==> src/rtl/uart_matrix_parser.sv <==
// Parses ASCII-decimal matrix text "R C e0 .. e(R*C-1)" from a UART byte stream
// and issues a single-cycle write of the assembled matrix to matrix storage.
module uart_matrix_parser #(
  parameter int unsigned DATA_WIDTH = 8,
  parameter int unsigned MAX_SIZE   = 5,
  parameter int unsigned MAX_VAL    = 9,
  parameter int unsigned MATRIX_NUM = 8
) (
  input  logic                     clk,
  input  logic                     rst,
  input  logic [7:0]               rx_data,
  input  logic                     rx_done,
  output logic                     wr_en,
  output logic [2:0]               wr_idx,
  output logic [2:0]               wr_row,
  output logic [2:0]               wr_col,
  output logic [DATA_WIDTH*25-1:0] wr_data,
  output logic                     save_done,
  output logic                     parse_err,
  output logic                     busy
);

  localparam int unsigned SLOTS   = 25;
  localparam int unsigned PAY_W   = DATA_WIDTH * SLOTS;
  localparam int unsigned ACC_W   = 9;
  localparam int unsigned CALC_W  = 12;

  localparam logic [2:0] S_ROW   = 3'd0;
  localparam logic [2:0] S_COL   = 3'd1;
  localparam logic [2:0] S_DATA  = 3'd2;
  localparam logic [2:0] S_WRITE = 3'd3;
  localparam logic [2:0] S_ERR   = 3'd4;

  logic [2:0]       state, state_n;
  logic [ACC_W-1:0] acc, acc_n;
  logic             tok_valid, tok_valid_n;
  logic [2:0]       row, row_n, col, col_n;
  logic [4:0]       cnt, cnt_n;
  logic [PAY_W-1:0] slots, slots_n;
  logic             wr_en_n, save_done_n, parse_err_n;
  logic [2:0]       wr_idx_n, wr_row_n, wr_col_n;
  logic [PAY_W-1:0] wr_data_n;
  logic             err;

  logic              is_digit, is_sep, is_lf;
  logic [CALC_W-1:0] acc_calc;
  logic [4:0]        total;
  logic [4:0]        cnt_inc;
  logic              size_ok;

  assign is_digit = (rx_data >= 8'h30) && (rx_data <= 8'h39);
  assign is_lf    = (rx_data == 8'h0A);
  assign is_sep   = (rx_data == 8'h20) || (rx_data == 8'h0D) || is_lf;
  assign acc_calc = CALC_W'(acc) * CALC_W'(10) + CALC_W'(rx_data - 8'h30);
  assign total    = 5'(row) * 5'(col);
  assign cnt_inc  = cnt + 5'd1;
  assign size_ok  = (acc >= ACC_W'(1)) && (acc <= ACC_W'(MAX_SIZE));

  assign busy = (state == S_COL) || (state == S_DATA) || (state == S_WRITE) ||
                ((state == S_ROW) && tok_valid);

  // Next-state and output decode; one byte per rx_done strobe.
  always_comb begin
    state_n     = state;
    acc_n       = acc;
    tok_valid_n = tok_valid;
    row_n       = row;
    col_n       = col;
    cnt_n       = cnt;
    slots_n     = slots;
    wr_en_n     = 1'b0;
    save_done_n = 1'b0;
    parse_err_n = 1'b0;
    wr_idx_n    = wr_idx;
    wr_row_n    = wr_row;
    wr_col_n    = wr_col;
    wr_data_n   = wr_data;
    err         = 1'b0;

    case (state)
      S_WRITE: begin
        state_n  = S_ROW;
        wr_idx_n = (wr_idx == 3'(MATRIX_NUM - 1)) ? 3'd0 : wr_idx + 3'd1;
      end
      S_ERR: begin
        if (rx_done && is_lf) state_n = S_ROW;
      end
      S_ROW, S_COL, S_DATA: begin
        if (rx_done) begin
          if (is_digit) begin
            if (acc_calc > CALC_W'(255)) begin
              err = 1'b1;
            end else begin
              acc_n       = ACC_W'(acc_calc);
              tok_valid_n = 1'b1;
            end
          end else if (is_sep) begin
            if (tok_valid) begin
              acc_n       = '0;
              tok_valid_n = 1'b0;
              if (state == S_ROW) begin
                if (size_ok) begin
                  row_n   = 3'(acc);
                  state_n = S_COL;
                end else begin
                  err = 1'b1;
                end
              end else if (state == S_COL) begin
                if (size_ok) begin
                  col_n   = 3'(acc);
                  slots_n = '0;
                  cnt_n   = '0;
                  state_n = S_DATA;
                end else begin
                  err = 1'b1;
                end
              end else begin
                if (acc <= ACC_W'(MAX_VAL)) begin
                  slots_n[int'(cnt)*DATA_WIDTH +: DATA_WIDTH] = DATA_WIDTH'(acc);
                  cnt_n = cnt_inc;
                  if (cnt_inc == total) begin
                    state_n     = S_WRITE;
                    wr_en_n     = 1'b1;
                    save_done_n = 1'b1;
                    wr_row_n    = row;
                    wr_col_n    = col;
                    wr_data_n   = slots_n;
                  end
                end else begin
                  err = 1'b1;
                end
              end
            end
          end else begin
            err = 1'b1;
          end
        end
      end
      default: state_n = S_ROW;
    endcase

    // A rejecting LF is itself the resync point, so no extra line is skipped.
    if (err) begin
      parse_err_n = 1'b1;
      acc_n       = '0;
      tok_valid_n = 1'b0;
      state_n     = is_lf ? S_ROW : S_ERR;
    end
  end

  always_ff @(posedge clk or posedge rst) begin
    if (rst) begin
      state     <= S_ROW;
      acc       <= '0;
      tok_valid <= 1'b0;
      row       <= '0;
      col       <= '0;
      cnt       <= '0;
      slots     <= '0;
      wr_en     <= 1'b0;
      save_done <= 1'b0;
      parse_err <= 1'b0;
      wr_idx    <= '0;
      wr_row    <= '0;
      wr_col    <= '0;
      wr_data   <= '0;
    end else begin
      state     <= state_n;
      acc       <= acc_n;
      tok_valid <= tok_valid_n;
      row       <= row_n;
      col       <= col_n;
      cnt       <= cnt_n;
      slots     <= slots_n;
      wr_en     <= wr_en_n;
      save_done <= save_done_n;
      parse_err <= parse_err_n;
      wr_idx    <= wr_idx_n;
      wr_row    <= wr_row_n;
      wr_col    <= wr_col_n;
      wr_data   <= wr_data_n;
    end
  end

endmodule

==> config.mk <==
export PLATFORM = sky130hd
export DESIGN_NAME = uart_matrix_parser
export DESIGN_NICKNAME = d
export VERILOG_FILES = /design/src/rtl/uart_matrix_parser.sv
export SDC_FILE = /design/constraint.sdc
export NUM_CORES = 1
export LEC_CHECK = 0
export ABC_AREA = 1
export CAP_MARGIN = 20
export CORE_UTILIZATION = 30
export DETAILED_ROUTE_END_ITERATION = 6
export HOLD_SLACK_MARGIN = 0.02
export PLACE_DENSITY = 0.45
export SLEW_MARGIN = 5
export SYNTH_ARGS = -nofsm -noshare
export SYNTH_HDL_FRONTEND = slang
export SYNTH_SLANG_ARGS = --single-unit
==> constraint.sdc <==
create_clock -name clk -period 44.4 [get_ports clk]
set_clock_uncertainty 0.15 [all_clocks]
set_input_delay 8.88 -clock clk [delete_from_list [all_inputs] [get_ports clk]]
set_output_delay 8.88 -clock clk [all_outputs]
set_load 0.02 [all_outputs]
==> out/results.ini <==
[logic_synthesis]
post-synth-top-area-cell = dfrtp_1
ys_seq_area_share_pct = 51.6
syn-mean-instance-area_sq_um = 7.81
synth-seq-cells = 435
synthFlopType = dfrtp_1
synth_cell_types = 42
synth_fp_nets = 2751
syn_inst = 2701
synth_edf_count = 0
synth.area.top_cells = dfrtp_1, nand2_1, nand3_1
yosys.area.top_type_share_pct = 51.6
synth_warnings = 0
syn-cell-area_sq_mm = 0.0211
synthArstFlopShare_pct = 100

[min_path]
min_from = slots[67]
min_path_type = reg -> reg
hold-path-cell-count = 2
worstHoldEndpoint = slots[67]

[cells_and_area]
seq_area_sq_mm = 0.0109
area_growth_pct = 22.4
fillers = 7163
multiInputGateArea_sq_mm = 0.00882
fin_nets = 2916
fin_cells = 3829
drive_above_1_share_pct = 4.83
num_antenna_cells = 0
final_cell_mix = nand2_1, dfrtp_1, nand3_1
final_common_cell = nand2_1

[critical_path]
worstPathArrival_ns = 13.39
critPathKind = in -> reg
reg2reg_depth = 16
timing.rr.end = wr_data[188]
cp-end-kind = flop
critPathLaunchType = input port
r2r_start = col[2]
r2r_setup_slack_ns = 38.97
critPathRequiredTime_ns = 44.77
path_max_fanout = 101

[pwr]
peakVddDrop_uv = 28.9
power_frac_clock_pct = 46.4
p_sw_share_pct = 25.9
p_leak_nw = 12.7
p_sw_w = 0.000239
p_comb_share_pct = 9.3
seq_power_share_pct = 44.3
p_per_area_mw_per_mm2 = 35.7
power.internal_w = 0.000682

[cts]
cts_resized = 0
postCtsSetupBuffers = 0
htree_levels = 2
insertion_delay_ns = 0.59
holdBufCountCts = 0
numCtsBuffers = 51
cts.path.max_buffers = 3
cts_root_buf = clkbuf_16
clkSinkCount = 435
clk_pin_slew_ns = 0.06
cts_tree = yes

[grt]
antenna_found_initial = 0
grt_pass1_wl_um = 108000
grt_usage_pct = 19.5
grt_max_degree = 160
grt_pass1_vias = 18249
grt_overflow_total = 0

[timing]
tightest_slew_ns = 1.14
clock.fmax_mhz = 76.8
setup_tns_ns = 0
setup_viol = 0
hold_viol = 0
rsz0062_at_grt = no
relSlewSlack_pct = 24.1
final.period_utilization_pct = 29.3
slew_violations = 0
layout_min_cycle_time_ns = 13.02

[floorplanning]
core_sq_mm = 0.0691
die_area_sq_mm = 0.0714
io_pins = 224
placementRows = 96
initial_utilization_pct = 30.5
die_width_um = 267
die_h_um = 267

[placement]
hpwlAfterDp_um = 46600
portBuffers = 223
gp_congestion = 0.806
dp_cells = 3740

[routing]
drtPass1Iterations = 5
route.antenna.remaining_nets = 0
via_per_inst = 4.82
via_count = 18451
route.detailed.drc = 0
drtIter0Drc = 1553
routedWlPerCell_um = 18.0
drt-total-wl_um = 68900

[status]
run_status = finished clean

[job]
drv_cap = 0

==> metal layers <==
metal	up-vias	wire, um	global-route usage [%]
li1	8930	-	-
met1	8972	32800	28.5
met2	475	31300	30.0
met3	74	3450	2.91
met4	0	1310	4.75
met5	-	0	0
==> cell type report <==
class | instances | area share (%)
sequential | 435 | 42.2
multi-input combinational | 1926 | 34.2
timing repair buffer | 243 | 9.58
clock buffer | 72 | 5.64
tap | 931 | 4.51
inverter | 209 | 3.12
clock inverter | 13 | 0.800
==> cell usage after synthesis, types with 5 or more instances <==
cell and instances:
ha_1 35, a21oi_1 24, nand2_4 5, clkbuf_1 62
inv_2 8, buf_1 6, inv_1 198, nand3_2 6
o21ai_1 110, nand3_1 236, o22ai_1 14, nand2_1 1187
buf_2 48, buf_4 14, xnor2_1 10, nor2_2 5
nand4_1 18, xor2_1 10, dfrtp_1 435, o21ai_0 138
nand2_2 7, a22o_1 22, nor2_1 52, nor3_1 21
==> cells by family (layout without fill, tap and decap cells) <==
group                      Yosys count  in the layout  share of synthesized area, %
adders and majority gates           39             39                          2.46
AOI/OAI and AO/OA                  315            315                          8.01
and+or+nand+nor                   1552           1552                          30.5
buffers and inverters              340            537                          6.64
xor gates and xnor gates            20             20                         0.830
DFF                                435            435                          51.6
==> worst max-delay path by stage <==
stage | start | endpoint | cells after the start
finish | rx_data[4] | wr_data[188] | 14
global route | rx_data[4] | wr_data[56] | 14
CTS | rx_data[4] | wr_data[188] | 14
detailed placement | rx_data[4] | wr_data[188] | 14
global placement | rx_data[4] | wr_data[191] | 14
floorplan | rst | acc[0] | 1
==> power groups by stage <==
stage | clock network (W) | registers (W) | logic (W)
2_1_floorplan | 0 | 0.000413 | 0.0000608
4_1_cts | 0.000438 | 0.000408 | 0.0000863
5_1_grt | 0.000453 | 0.000409 | 0.0000989
3_3_place_gp | 0 | 0.000416 | 0.0000857
3_5_place_dp | 0 | 0.000416 | 0.0000858
6_report | 0.000427 | 0.000408 | 0.0000857
==> sequential cells by signal (all words and copies together) (netlist names) <==
signal and count:
wr_row 3, wr_data 200, col 3, cnt 5, parse_err 1, tok_valid 1, wr_col 3, slots 200
state 3, acc 9, wr_idx 3, row 3, save_done 1
==> per-stage QoR <==
step	cell area, sq um	util (%)	setup slack [ns]	power (W)	hold WS, ns
after floorplan	21100	-	23.25	0.000473	0.298
after global placement	24000	34.8	30.86	0.000501	0.311
after detailed placement	24100	34.8	30.76	0.000501	0.315
after CTS	25700	37.2	31.38	0.000933	0.331
after global routing	25800	37.4	30.88	0.000961	0.343
final	25800	37.4	31.38	0.000921	0.327
==> critical path, stage by stage <==
cell             delay (ns)
clkdlybuf4s50_1        0.46
inv_1                  0.12
ha_1                   0.15
nand2_1                0.07
nor2_1                 0.10
nand4_1                0.15
nand3_1                0.14
nand3_1                0.18
nor2_1                 0.30
nand3_4                0.56
inv_6                  0.85
buf_4                  0.86
nand3_1                0.20
nand2_1                0.10
(Power assumes the default switching activity.)
